## config.mk

```make
export PLATFORM = sky130hd
export DESIGN_NAME = memstream_strm_fifo
export DESIGN_NICKNAME = d
export VERILOG_FILES = /design/src/rtl/memstream_pkg.sv /design/src/rtl/memstream_fifo_ram.sv /design/src/rtl/memstream_strm_fifo.sv
export SDC_FILE = /design/constraint.sdc
export NUM_CORES = 1
export LEC_CHECK = 0
export BUFFER_PORTS_ARGS = -buffer_cell sky130_fd_sc_hd__buf_4
export CAP_MARGIN = 0
export CORE_MARGIN = 3
export CORE_UTILIZATION = 25
export CTS_CLUSTER_SIZE = 24
export DETAILED_ROUTE_END_ITERATION = 10
export HOLD_SLACK_MARGIN = 0.15
export SETUP_SLACK_MARGIN = 0.3
export SKIP_LAST_GASP = 1
export SYNTH_ARGS = -nofsm -noshare
export SYNTH_HDL_FRONTEND = slang
export SYNTH_SLANG_ARGS = --single-unit
```

## constraint.sdc

```tcl
create_clock -name aclk -period 6.1 [get_ports aclk]
set_clock_uncertainty 0.05 [all_clocks]
set_input_delay 0.305 -clock aclk [delete_from_list [all_inputs] [get_ports aclk]]
set_output_delay 0.305 -clock aclk [all_outputs]
set_load 0.03 [all_outputs]
```

## src/rtl/memstream_pkg.sv

```systemverilog
// Shared definitions for the memstream weight-streamer buffers.
package memstream_pkg;

    // Words still in flight in the streamer read pipeline after it sees afull.
    localparam int unsigned AFULL_MARGIN = 3;

    function automatic int unsigned clog2(input int unsigned value);
        int unsigned r;
        r = 0;
        while ((64'd1 << r) < 64'(value)) begin
            r++;
        end
        return r;
    endfunction

endpackage

```

## src/rtl/memstream_fifo_ram.sv

```systemverilog
// Simple dual-port storage array: one write port, one registered-output read port.
module memstream_fifo_ram
    import memstream_pkg::*;
#(
    parameter int unsigned WIDTH     = 32,
    parameter int unsigned DEPTH     = 15,
    parameter int unsigned ADDR_W    = 4,
    parameter string       RAM_STYLE = "auto"
) (
    input  logic              clk,
    input  logic              we,
    input  logic [ADDR_W-1:0] waddr,
    input  logic [WIDTH-1:0]  wdata,
    input  logic              re,
    input  logic [ADDR_W-1:0] raddr,
    output logic [WIDTH-1:0]  rdata
);

    (* ram_style = RAM_STYLE *) logic [WIDTH-1:0] mem [DEPTH];

    always_ff @(posedge clk) begin
        if (we) begin
            mem[waddr] <= wdata;
        end
    end

    always_ff @(posedge clk) begin
        if (re) begin
            rdata <= mem[raddr];
        end
    end

endmodule

```

## src/rtl/memstream_strm_fifo.sv

```systemverilog
// Per-stream output buffer: DEPTH-1 word array plus an output head register, with a
// registered almost-full flag that stalls the upstream streamer early.
module memstream_strm_fifo
    import memstream_pkg::*;
#(
    parameter int unsigned WIDTH        = 32,
    parameter int unsigned DEPTH        = 16,
    parameter int unsigned AFULL_THRESH = DEPTH - AFULL_MARGIN,
    parameter string       RAM_STYLE    = "auto"
) (
    input  logic                       aclk,
    input  logic                       aresetn,
    input  logic                       s_axis_tvalid,
    output logic                       s_axis_tready,
    input  logic [WIDTH-1:0]           s_axis_tdata,
    output logic                       s_axis_afull,
    output logic                       m_axis_tvalid,
    input  logic                       m_axis_tready,
    output logic [WIDTH-1:0]           m_axis_tdata,
    output logic [$clog2(DEPTH+1)-1:0] count,
    output logic                       ovf
);

    localparam int unsigned CNT_W     = clog2(DEPTH + 1);
    localparam int unsigned ARR_DEPTH = DEPTH - 1;
    localparam int unsigned PTR_W     = clog2(ARR_DEPTH);

    localparam logic [PTR_W-1:0] PTR_LAST  = PTR_W'(ARR_DEPTH - 1);
    localparam logic [CNT_W-1:0] FULL_CNT  = CNT_W'(DEPTH);
    localparam logic [CNT_W-1:0] AFULL_CNT = CNT_W'(AFULL_THRESH);

    logic [PTR_W-1:0] wr_ptr_q, wr_ptr_d;
    logic [PTR_W-1:0] rd_ptr_q, rd_ptr_d;
    logic [CNT_W-1:0] count_q, count_d;
    logic [CNT_W-1:0] arr_cnt;
    logic             out_valid_q, out_valid_d;
    logic             src_byp_q, src_byp_d;
    logic [WIDTH-1:0] byp_data_q;
    logic [WIDTH-1:0] ram_rdata;
    logic             tready_q, afull_q, ovf_q, ovf_d;
    logic             wr_en, rd_en, out_free, load_arr, load_byp, arr_we;

    function automatic logic [PTR_W-1:0] ptr_inc(input logic [PTR_W-1:0] p);
        return (p == PTR_LAST) ? '0 : p + 1'b1;
    endfunction

    always_comb begin
        wr_en    = s_axis_tvalid && tready_q;
        rd_en    = out_valid_q && m_axis_tready;
        out_free = !out_valid_q || rd_en;
        arr_cnt  = count_q - CNT_W'(out_valid_q);
        // The array has priority over bypass so ordering is preserved.
        load_arr = out_free && (arr_cnt != '0);
        load_byp = out_free && (arr_cnt == '0) && wr_en;
        arr_we   = wr_en && !load_byp;

        count_d  = count_q + CNT_W'(wr_en) - CNT_W'(rd_en);
        wr_ptr_d = arr_we ? ptr_inc(wr_ptr_q) : wr_ptr_q;
        rd_ptr_d = load_arr ? ptr_inc(rd_ptr_q) : rd_ptr_q;

        out_valid_d = out_valid_q;
        if (load_arr || load_byp) begin
            out_valid_d = 1'b1;
        end else if (rd_en) begin
            out_valid_d = 1'b0;
        end

        src_byp_d = src_byp_q;
        if (load_byp) begin
            src_byp_d = 1'b1;
        end else if (load_arr) begin
            src_byp_d = 1'b0;
        end

        ovf_d = ovf_q || (s_axis_tvalid && !tready_q);
    end

    always_ff @(posedge aclk or negedge aresetn) begin
        if (!aresetn) begin
            wr_ptr_q    <= '0;
            rd_ptr_q    <= '0;
            count_q     <= '0;
            out_valid_q <= 1'b0;
            src_byp_q   <= 1'b0;
            byp_data_q  <= '0;
            tready_q    <= 1'b0;
            afull_q     <= 1'b1;
            ovf_q       <= 1'b0;
        end else begin
            wr_ptr_q    <= wr_ptr_d;
            rd_ptr_q    <= rd_ptr_d;
            count_q     <= count_d;
            out_valid_q <= out_valid_d;
            src_byp_q   <= src_byp_d;
            if (load_byp) begin
                byp_data_q <= s_axis_tdata;
            end
            tready_q    <= (count_d < FULL_CNT);
            afull_q     <= (count_d >= AFULL_CNT);
            ovf_q       <= ovf_d;
        end
    end

    memstream_fifo_ram #(
        .WIDTH     (WIDTH),
        .DEPTH     (ARR_DEPTH),
        .ADDR_W    (PTR_W),
        .RAM_STYLE (RAM_STYLE)
    ) u_ram (
        .clk   (aclk),
        .we    (arr_we),
        .waddr (wr_ptr_q),
        .wdata (s_axis_tdata),
        .re    (load_arr),
        .raddr (rd_ptr_q),
        .rdata (ram_rdata)
    );

    // The head word lives either in the RAM read register or in the bypass register.
    assign m_axis_tdata  = src_byp_q ? byp_data_q : ram_rdata;
    assign m_axis_tvalid = out_valid_q;
    assign s_axis_tready = tready_q;
    assign s_axis_afull  = afull_q;
    assign count         = count_q;
    assign ovf           = ovf_q;

endmodule

```

==> impl_metrics.py <==
metrics = {
    "pwr": {
        "pwr-share-clk": 0.280,
        "powerDensity_nw_per_um2": 433,
        "swShare": 0.304,
        "p_int_mw": 7.82,
        "leakagePower_nw": 8.59,
        "seq_power_share": 0.439,
        "switchingPower_mw": 3.41,
        "power_frac_comb": 0.281,
        "power_mw": 11.2,
        "ir_drop_mv": 0.463,
    },
    "synthesis": {
        "synth_seq_cells": 562,
        "synthMuxAreaShare": 0.167,
        "synth-compound-area-share": 0.0350,
        "syn-cell-area_um2": 21900,
        "yosysWarnings": 0,
        "synthSimpleGateAreaFrac": 0.0166,
        "synth_edf_count": 512,
        "synth_cell_types": 49,
        "syn_nets": 1120,
        "synthXorXnorAreaFrac": 0.00160,
        "ys_seq_area_frac": 0.759,
        "synthFlopType": "edfxtp_1",
        "synthAdderAreaFrac": 0.00548,
        "synth_top_family_by_area": "multiplexers",
        "synth_cells": 1075,
        "avgSynthCellArea_um2": 20.4,
        "async_flop_share": 0.0890,
    },
    "cells_and_area": {
        "nFillCells": 8303,
        "final_common_cell": "edfxtp_1",
        "register_area_um2": 16600,
        "layoutNonFillerInstCount": 2399,
        "most-common-layout-cells": "edfxtp_1, buf_4, mux4_2",
        "drive_gt1_frac": 0.270,
        "final_nets": 1254,
        "synthToLayoutAreaGrowth_pct": 18.5,
        "multi_input_area_um2": 5040,
        "fin_area_um2": 26000,
        "fin_util": 0.302,
    },
    "cts": {
        "clkSinkCount": 562,
        "cts_inserted_buffers": 54,
        "cts.clk_slew.worst_paths_ps": 70,
        "clock_latency_ps": 590,
        "ctsResizeCount": 0,
        "post_cts_buffers": 0,
        "cts_htree_levels": 2,
        "hold_buffers": 34,
        "cts_buffer_depth": 3,
        "clockRootBuffer": "clkbuf_16",
        "cts_tree": "built",
    },
    "detailed_routing": {
        "drtIter0Drc": 721,
        "remaining_drc_errors": 0,
        "wire_per_inst_um": 19.8,
        "via_count": 10500,
        "wl_um": 47500,
        "ant_nets": 0,
        "vias_per_cell": 4.39,
        "drtPass1Iterations": 5,
    },
    "worst_setup_path": {
        "critPathCaptureType": "register",
        "path_delay_family": "simple AND/OR/NAND/NOR gates",
        "critPathKind": "reg -> reg",
        "crit_path_max_fanout": 23,
        "critPathBufInv": 2,
        "worstPathArrival_ps": 3600,
        "crit_chain": "inv_1 -> ha_1 -> a21bo_2 -> and4_1 -> a21o_1 -> nor3_2 -> buf_4",
        "critical_path_cell_count": 7,
        "worst_r2r_path_depth": 7,
        "cpMaxStageDelayCell": "nor3_2",
        "critPathMaxStageDelay_ps": 780,
        "r2r_setup_slack_ps": 2680,
        "startpoint_type": "register",
        "worstPathRequired_ps": 6280,
    },
    "sta": {
        "slew_viol_final": 0,
        "min_period_over_period": 0.560,
        "finalWorstSetupSlack_ps": 2680,
        "rsz0062_at_grt": "no",
        "slew_headroom": 0.152,
        "finalSetupViolations": 0,
        "hold-worst-slack_ps": 289,
        "hold_viol_final": 0,
        "worst_slew_pin_slew_ps": 1270,
        "finalWorstPathRequiredPeriod_ps": 3420,
        "fin_tns_setup_ps": 0,
        "fmax_mhz": 293,
    },
    "die": {
        "die_h_um": 302,
        "initial_core_util": 0.255,
        "dieArea_um2": 91200,
        "ios": 77,
        "die_w_um": 302,
        "rows": 107,
        "core_um2": 86100,
    },
    "global_route": {
        "met3_usage": 0.0172,
        "gr-total-overflow": 0,
        "antenna_found_initial": 1,
        "use_met1": 0.143,
        "grt_pass1_vias": 11100,
        "grt_max_degree": 167,
        "top_usage_layer": "met2",
        "grtUsageTotal": 0.105,
        "grt_pass1_wl_um": 72800,
        "grtUsageMet2": 0.174,
    },
    "min_path": {
        "worstHoldPathType": "in -> reg",
        "holdPathStages": 4,
    },
    "run": {
        "cap_violations": 0,
    },
    "placed_design": {
        "gp_congestion": 0.721,
        "port_buffers": 76,
        "place_inst": 2263,
        "dp_slack_ps": 2690,
        "hpwl_um": 26400,
        "dpl-instance-area_um2": 24000,
    },
    "status": {
        "status": "completed",
    },
}
==> Yosys cell counts (all sizes together) (3+ instances only) <==
cell type,count,area share
edfxtp,512,0.70
mux4,96,0.099
o21ai,70,0.016
mux2,67,0.039
mux2i,64,0.029
dfrtp,49,0.056
nand2,38,0.0065
clkbuf,36,0.0062
a22oi,32,0.011
buf,26,0.0073
inv,11,0.0019
ha,8,0.0046
nor3,8,0.0018
nor4,8,0.0023
a21oi,5,0.0011
nor2b,5,0.0014
xnor2,4,0.0016
and2,3,0.00086
nand2b,3,0.00086
==> state kept, by name, indices dropped and copies added, names as in the netlist <==
signal	cells
src_byp_q	1
u_ram.rdata	32
s_axis_tready	1
rd_ptr_q	4
s_axis_afull	1
m_axis_tvalid	1
ovf	1
u_ram.mem	480
count	5
wr_ptr_q	4
byp_data_q	32
==> worst paths after layout <==
check,from,end
max in group asynchronous,aresetn,rd_ptr_q[0]$_DFFE_PN0P_
worst min-delay path,m_axis_tready,rd_ptr_q[1]$_DFFE_PN0P_
min in group asynchronous,aresetn,count[1]$_DFF_PN0_
worst max-delay path,count[2]$_DFF_PN0_,u_ram.mem[9][1]$_DFFE_PP_
worst min register to register,ovf$_DFF_PN0_,ovf$_DFF_PN0_
worst max register to register,count[2]$_DFF_PN0_,u_ram.mem[9][1]$_DFFE_PP_
==> worst register-to-register path, delay by kind of cell, from the launching register on <==
family,cells,cell delay (ps)
AO/OA/AOI/OAI,2,710
AND/OR/NAND/NOR,2,1000
adder cells (fa/ha/maj),1,220
buffers and inverters,2,620
flip-flops,1,430
==> cell families (layout without fill, tap and decap cells) <==
logic type | after synthesis | in the layout
other | 0 | 1
adder cells (fa/ha/maj) | 9 | 9
flip-flops | 562 | 562
buffers and inverters | 73 | 252
AO/OA/AOI/OAI | 125 | 125
XOR/XNOR | 4 | 4
multiplexers | 227 | 227
AND/OR/NAND/NOR | 75 | 75
==> power groups by stage <==
stage | Combinational [mW] | Clock (mW) | Sequential (mW)
detailed placement | 3.22 | 0 | 5.02
floorplan | 2.32 | 0 | 4.88
CTS | 3.25 | 3.23 | 4.95
finish | 3.16 | 3.14 | 4.93
global placement | 3.19 | 0 | 5.01
global route | 3.45 | 3.38 | 4.99
==> layout make-up <==
type	instances	share of cell area
Sequential cell	562	0.641
Multi-Input combinational cell	440	0.194
Antenna cell	1	0.0000964
Timing Repair Buffer	140	0.0447
Tap cell	1144	0.0551
Inverter	11	0.00159
Clock inverter	25	0.00573
Clock buffer	76	0.0580
==> routing by layer <==
| metal | vias to the layer above | wire (um) |
|---|---|---|
| met4 | 0 | 994 |
| met2 | 243 | 23200 |
| met1 | 5545 | 21200 |
| li1 | 4667 | - |
| met5 | - | 0 |
| met3 | 74 | 2070 |
Note: power is estimated with default switching activity, not from simulation.
